**src/rtl/div_issue_if.sv**
```systemverilog
// div_issue_if: pipeline-side and divider-side signals of the DIV/DIVU issue controller.
interface div_issue_if #(parameter int WIDTH = 32);
   logic               div_req_i;
   logic               div_signed_i;
   logic [WIDTH-1:0]   rs_data_i;
   logic [WIDTH-1:0]   rt_data_i;
   logic               flush_i;
   logic               stall_req_o;
   logic               whilo_o;
   logic [WIDTH-1:0]   hi_o;
   logic [WIDTH-1:0]   lo_o;
   logic               err_o;
   logic               div_start_o;
   logic               div_signed_o;
   logic [WIDTH-1:0]   div_op1_o;
   logic [WIDTH-1:0]   div_op2_o;
   logic [2*WIDTH-1:0] div_result_i;
   logic               div_ready_i;
   modport master (
      input  div_req_i, div_signed_i, rs_data_i, rt_data_i, flush_i, div_result_i, div_ready_i,
      output stall_req_o, whilo_o, hi_o, lo_o, err_o, div_start_o, div_signed_o, div_op1_o, div_op2_o
   );
   modport slave (
      output div_req_i, div_signed_i, rs_data_i, rt_data_i, flush_i, div_result_i, div_ready_i,
      input  stall_req_o, whilo_o, hi_o, lo_o, err_o, div_start_o, div_signed_o, div_op1_o, div_op2_o
   );
endinterface

```
**src/rtl/div_issue_ctrl.sv**
```systemverilog
// div_issue_ctrl: EX-stage DIV/DIVU issue controller in front of a multi-cycle divider.
// Optional DIV_ZERO_BYPASS_EN: zero divisors skip the divider and write {rs, all ones}.
module div_issue_ctrl #(
   parameter int WIDTH   = 32,
   parameter int TIMEOUT = 40
) (
   input logic         clk,
   input logic         rst,
   div_issue_if.master d
);
   typedef enum logic [1:0] {IDLE, BUSY, DONE} state_t;
   state_t     state, state_nxt;
   logic [7:0] cnt;
   logic       accept, zero_div, capture, timeout;
   assign accept  = state == IDLE && d.div_req_i && !d.flush_i;
`ifdef DIV_ZERO_BYPASS_EN
   assign zero_div = d.rt_data_i == '0;
`else
   assign zero_div = 1'b0;
`endif
   assign capture = state == BUSY && d.div_ready_i && !d.flush_i;
   // cnt is 0 in the first BUSY cycle, so TIMEOUT-1 marks the last allowed one
   assign timeout = state == BUSY && !d.div_ready_i && !d.flush_i && cnt == 8'(TIMEOUT - 1);
   always_ff @(posedge clk or negedge rst)
      if (!rst) state <= IDLE;
      else state <= state_nxt;
   always_comb begin
      state_nxt = IDLE;
      if (accept) state_nxt = zero_div ? DONE : BUSY;
      if (state == BUSY) state_nxt = d.flush_i || timeout ? IDLE : d.div_ready_i ? DONE : BUSY;
   end
   always_comb begin
      d.stall_req_o = state == BUSY || accept;
      d.whilo_o     = state == DONE && !d.flush_i;
   end
   always_ff @(posedge clk or negedge rst) begin
      if (!rst) begin
         cnt            <= '0;
         d.div_start_o  <= 1'b0;
         d.div_signed_o <= 1'b0;
         d.div_op1_o    <= '0;
         d.div_op2_o    <= '0;
         d.hi_o         <= '0;
         d.lo_o         <= '0;
         d.err_o        <= 1'b0;
      end else begin
         cnt           <= accept ? '0 : state == BUSY && cnt != 8'hFF ? cnt + 8'd1 : cnt;
         d.div_start_o <= state_nxt == BUSY;
         if (accept) begin
            d.div_signed_o <= d.div_signed_i;
            d.div_op1_o    <= d.rs_data_i;
            d.div_op2_o    <= d.rt_data_i;
         end
         if (timeout) d.err_o <= 1'b1;
         if (capture) {d.hi_o, d.lo_o} <= d.div_result_i;
         if (accept && zero_div) begin
            d.hi_o <= d.rs_data_i;
            d.lo_o <= '1;
         end
      end
   end
endmodule

```
**src/flat_wrapper.sv**
```systemverilog
// flat-port wrapper written by rule: the top's interface ports become plain ports
module div_issue_ctrl_flat 
#(
   parameter int WIDTH   = 32,
   parameter int TIMEOUT = 40
)
  (clk, rst, d_div_req_i, d_div_signed_i, d_rs_data_i, d_rt_data_i, d_flush_i, d_div_result_i, d_div_ready_i, d_stall_req_o, d_whilo_o, d_hi_o, d_lo_o, d_err_o, d_div_start_o, d_div_signed_o, d_div_op1_o, d_div_op2_o);
  div_issue_if #(.WIDTH(WIDTH)) d_i ();
  input logic clk;
  input logic rst;
  input wire logic [$bits(d_i.div_req_i)-1:0] d_div_req_i;
  input wire logic [$bits(d_i.div_signed_i)-1:0] d_div_signed_i;
  input wire logic [$bits(d_i.rs_data_i)-1:0] d_rs_data_i;
  input wire logic [$bits(d_i.rt_data_i)-1:0] d_rt_data_i;
  input wire logic [$bits(d_i.flush_i)-1:0] d_flush_i;
  input wire logic [$bits(d_i.div_result_i)-1:0] d_div_result_i;
  input wire logic [$bits(d_i.div_ready_i)-1:0] d_div_ready_i;
  output wire logic [$bits(d_i.stall_req_o)-1:0] d_stall_req_o;
  output wire logic [$bits(d_i.whilo_o)-1:0] d_whilo_o;
  output wire logic [$bits(d_i.hi_o)-1:0] d_hi_o;
  output wire logic [$bits(d_i.lo_o)-1:0] d_lo_o;
  output wire logic [$bits(d_i.err_o)-1:0] d_err_o;
  output wire logic [$bits(d_i.div_start_o)-1:0] d_div_start_o;
  output wire logic [$bits(d_i.div_signed_o)-1:0] d_div_signed_o;
  output wire logic [$bits(d_i.div_op1_o)-1:0] d_div_op1_o;
  output wire logic [$bits(d_i.div_op2_o)-1:0] d_div_op2_o;
  assign d_i.div_req_i = d_div_req_i;
  assign d_i.div_signed_i = d_div_signed_i;
  assign d_i.rs_data_i = d_rs_data_i;
  assign d_i.rt_data_i = d_rt_data_i;
  assign d_i.flush_i = d_flush_i;
  assign d_i.div_result_i = d_div_result_i;
  assign d_i.div_ready_i = d_div_ready_i;
  assign d_stall_req_o = d_i.stall_req_o;
  assign d_whilo_o = d_i.whilo_o;
  assign d_hi_o = d_i.hi_o;
  assign d_lo_o = d_i.lo_o;
  assign d_err_o = d_i.err_o;
  assign d_div_start_o = d_i.div_start_o;
  assign d_div_signed_o = d_i.div_signed_o;
  assign d_div_op1_o = d_i.div_op1_o;
  assign d_div_op2_o = d_i.div_op2_o;
  div_issue_ctrl #(.WIDTH(WIDTH), .TIMEOUT(TIMEOUT)) u_core (.clk(clk), .rst(rst), .d(d_i));
endmodule
```
**config.mk**
```make
export PLATFORM = sky130hd
export DESIGN_NAME = div_issue_ctrl_flat
export DESIGN_NICKNAME = d
export VERILOG_FILES = /design/src/rtl/div_issue_if.sv /design/src/rtl/div_issue_ctrl.sv /design/src/flat_wrapper.sv
export SDC_FILE = /design/constraint.sdc
export NUM_CORES = 1
export LEC_CHECK = 0
export ABC_AREA = 1
export BUFFER_PORTS_ARGS = -buffer_cell sky130_fd_sc_hd__buf_2
export CORE_ASPECT_RATIO = 1.4
export CORE_UTILIZATION = 25
export DETAILED_ROUTE_END_ITERATION = 16
export PLACE_DENSITY = 0.58
export SETUP_SLACK_MARGIN = 0.15
export SYNTH_ARGS = -nofsm -noshare
export SYNTH_HDL_FRONTEND = slang
export SYNTH_SLANG_ARGS = --single-unit
```
**constraint.sdc**
```tcl
create_clock -name clk -period 2.87 [get_ports clk]
set_input_delay 0.1435 -clock clk [delete_from_list [all_inputs] [get_ports clk]]
set_output_delay 0.1435 -clock clk [all_outputs]
set_load 0.02 [all_outputs]
```
==> results.json <==
{
  "p_total_mw": 6.73,
  "place_hpwl_um": 10500,
  "async_reset_ff_frac": 1.00,
  "max_clock_freq_mhz": 478,
  "crit_fanout": 74,
  "fin_hold_ws_ps": 112,
  "clock-root-buffer": "clkbuf_16",
  "std_cell_rows": 64,
  "critPathMaxStageDelay_ps": 580,
  "final_area_sq_mm": 0.00904,
  "drive_gt1_frac": 0.304,
  "overflow": 0,
  "grt_pass1_vias": 5349,
  "yosys_warnings": 0,
  "die_area_sq_mm": 0.0228,
  "port_buffers": 266,
  "synth.distinct_cells": 23,
  "max-vdd-ir-drop_v": 0.000378,
  "clock_latency_ps": 410,
  "yosysTopAreaCellShare": 0.636,
  "start_util": 0.255,
  "nets": 1158,
  "cp.arrival_ps": 1950,
  "rsz0062_at_grt": "no",
  "htree_levels": 4,
  "syn_to_final_growth_pct": 62.8,
  "cts.sink_count": 141,
  "min_period_ps": 2090,
  "cts_resized": 0,
  "initialDrtViolationCount": 204,
  "post_drt_wl_per_cell_um": 12.6,
  "critPathCaptureType": "output port",
  "power.leakage_nw": 5.05,
  "antenna_found_initial": 2,
  "max_cap_violations": 0,
  "grt_use_total": 0.145,
  "die_h_um": 178,
  "max_slew_margin": 0.472,
  "worstPathCellList": "nor2_1 -> nand3_2 -> buf_4 -> nand2_1 -> buf_2",
  "hp-class": "in2reg",
  "syn_nets": 766,
  "gp_congestion": 0.724,
  "fp.dieW_um": 128,
  "crit_required_ps": 2730,
  "core_sq_mm": 0.0218,
  "remaining_drc_errors": 0,
  "hold_viol": 0,
  "synth-edff-count": 0,
  "fin_crit_sh": 0.729,
  "num_io_pins": 267,
  "fill_cells": 2133,
  "synth_commonest_cells": "408 x nand2_1, 141 x dfrtp_1, 15 x buf_2",
  "syn_avg_cell_area_sq_um": 8.80,
  "crit_slowest_cell": "buf_4",
  "tns_ps": 0,
  "p_per_area_mw_per_mm2": 745,
  "worst-slew-pin-transition_ps": 793,
  "vias": 5414,
  "clockBufferDepth": 2,
  "ys_top_cells_by_area": "dfrtp_1 64%, nand2_1 28%, buf_2 1.4%",
  "yosysSeqAreaShare": 0.636,
  "min_from": "d_div_ready_i",
  "synthCells": 631,
  "grt_max_degree": 76,
  "critPathLaunchType": "register",
  "path_class": "reg2out",
  "synth_ff_type": "dfrtp_1",
  "cts_inserted_buffers": 17,
  "placed_area_sq_mm": 0.00713,
  "r2r-start": "u_core.state[1]$_DFF_PN0_",
  "avgViaCountPerCell": 4.06,
  "fin_skew_ps": 8.20,
  "ys_ff_latch": 141,
  "status": "finished, final reports clean",
  "setup_viol": 0,
  "clk_pin_slew_worst_paths_ps": 60,
  "yosysTopAreaCell": "dfrtp_1",
  "grt_pass1_wl_um": 25900,
  "finalWirelength_um": 16800,
  "firstDrtPassIters": 4,
  "slew_viol_final": 0,
  "yosysMostFrequentCell": "nand2_1",
  "synth_area_sq_mm": 0.00555,
  "cts_tree": "yes",
  "ant_nets": 0,
  "startpoint": "u_core.state[0]$_DFF_PN0_"
}
-- worst max-delay path: cells and delay by family, from the launching register on --
kind / cells / cell delay [ps]
and+or+nand+nor: 3 / 330
DFF: 1 / 380
buffers and inverters: 2 / 810
-- metal layers --
layer,vias to the layer above,part of all wire,global-route usage
li1,2695,-,-
met2,210,0.50,0.256
met4,2,0.014,0.0525
met3,20,0.059,0.0414
met1,2487,0.42,0.167
met5,-,0.00077,0
-- cell families (layout without fill, tap and decap cells) --
group	after synthesis	in the layout	share of synthesized area
compound gates	11	11	0.0110
xor+xnor	2	2	0.00316
fa+ha+maj	1	1	0.00225
buf+inv	42	446	0.0453
flops	141	141	0.636
other cells	0	1	0
simple gates	434	434	0.303
-- cells in the final DEF, fill, tap and decap left out, drive strengths merged --
cell type and count:
a21o 1, a21oi 3, buf 272, bufinv 3, clkbuf 18, clkinv 8
clkinvlp 1, dfrtp 141, diode 1, dlygate4sd3 130, ha 1, inv 14
nand2 412, nand3 9, nand3b 1, nand4 2, nor2 7, nor3 3
o21ai 7, xor2 2
-- layout make-up --
class                           instances  area [sq um]  share of cell area
Tap cell                              297           372              0.0411
Multi-Input combinational cell        448          1770               0.196
Timing Repair Buffer                  402          2710               0.300
Clock inverter                         13           165              0.0183
Inverter                               13          48.8             0.00540
Antenna cell                            1          2.50            0.000277
Sequential cell                       141          3530               0.390
Clock buffer                           18           439              0.0486
-- path summary, 6_finish.rpt --
kind | endpoint | slack, ps | depth (start not counted)
min | u_core.d.div_start_o$_DFF_PN0_ | 110 | 4
min reg2reg | u_core.d.err_o$_DFFE_PN0P_ | 450 | 1
max reg2reg | u_core.d.lo_o[9]$_DFFE_PN0P_ | 1200 | 8
max in group asynchronous | u_core.d.div_op1_o[28]$_DFFE_PN0P_ | 1720 | 3
min in group asynchronous | u_core.d.div_op2_o[0]$_DFFE_PN0P_ | 340 | 2
max | d_stall_req_o | 780 | 5
-- flip-flops by register name, indices dropped and copies added (netlist names) --
| signal | flops |
|---|---|
| u_core.cnt | 8 |
| u_core.d.div_op1_o | 32 |
| u_core.d.div_op2_o | 32 |
| u_core.d.div_signed_o | 1 |
| u_core.d.div_start_o | 1 |
| u_core.d.err_o | 1 |
| u_core.d.hi_o | 32 |
| u_core.d.lo_o | 32 |
| u_core.state | 2 |
-- what timing repair did --
action | in CTS | in global routing
endpoints found under the setup margin | 0 | 0
hold buffers | 130 | 0
hold endpoints to repair | 202 | 0
setup buffers | 0 | 0
-- per-stage QoR --
stage,setup WS [ps],std cells,util
6_report,778,1333,0.415
5_1_grt,588,1333,0.415
4_1_cts,651,1332,0.415
3_5_place_dp,1110,1171,0.327
3_3_place_gp,1140,1171,0.327
2_1_floorplan,1570,631,-
-- report_power, final --
part / switching (mW) / internal, mW
Combinational: 1.13 / 0.679
Sequential: 0.244 / 2.42
Clock: 0.866 / 1.39
Note: power is estimated with default switching activity, not from simulation.
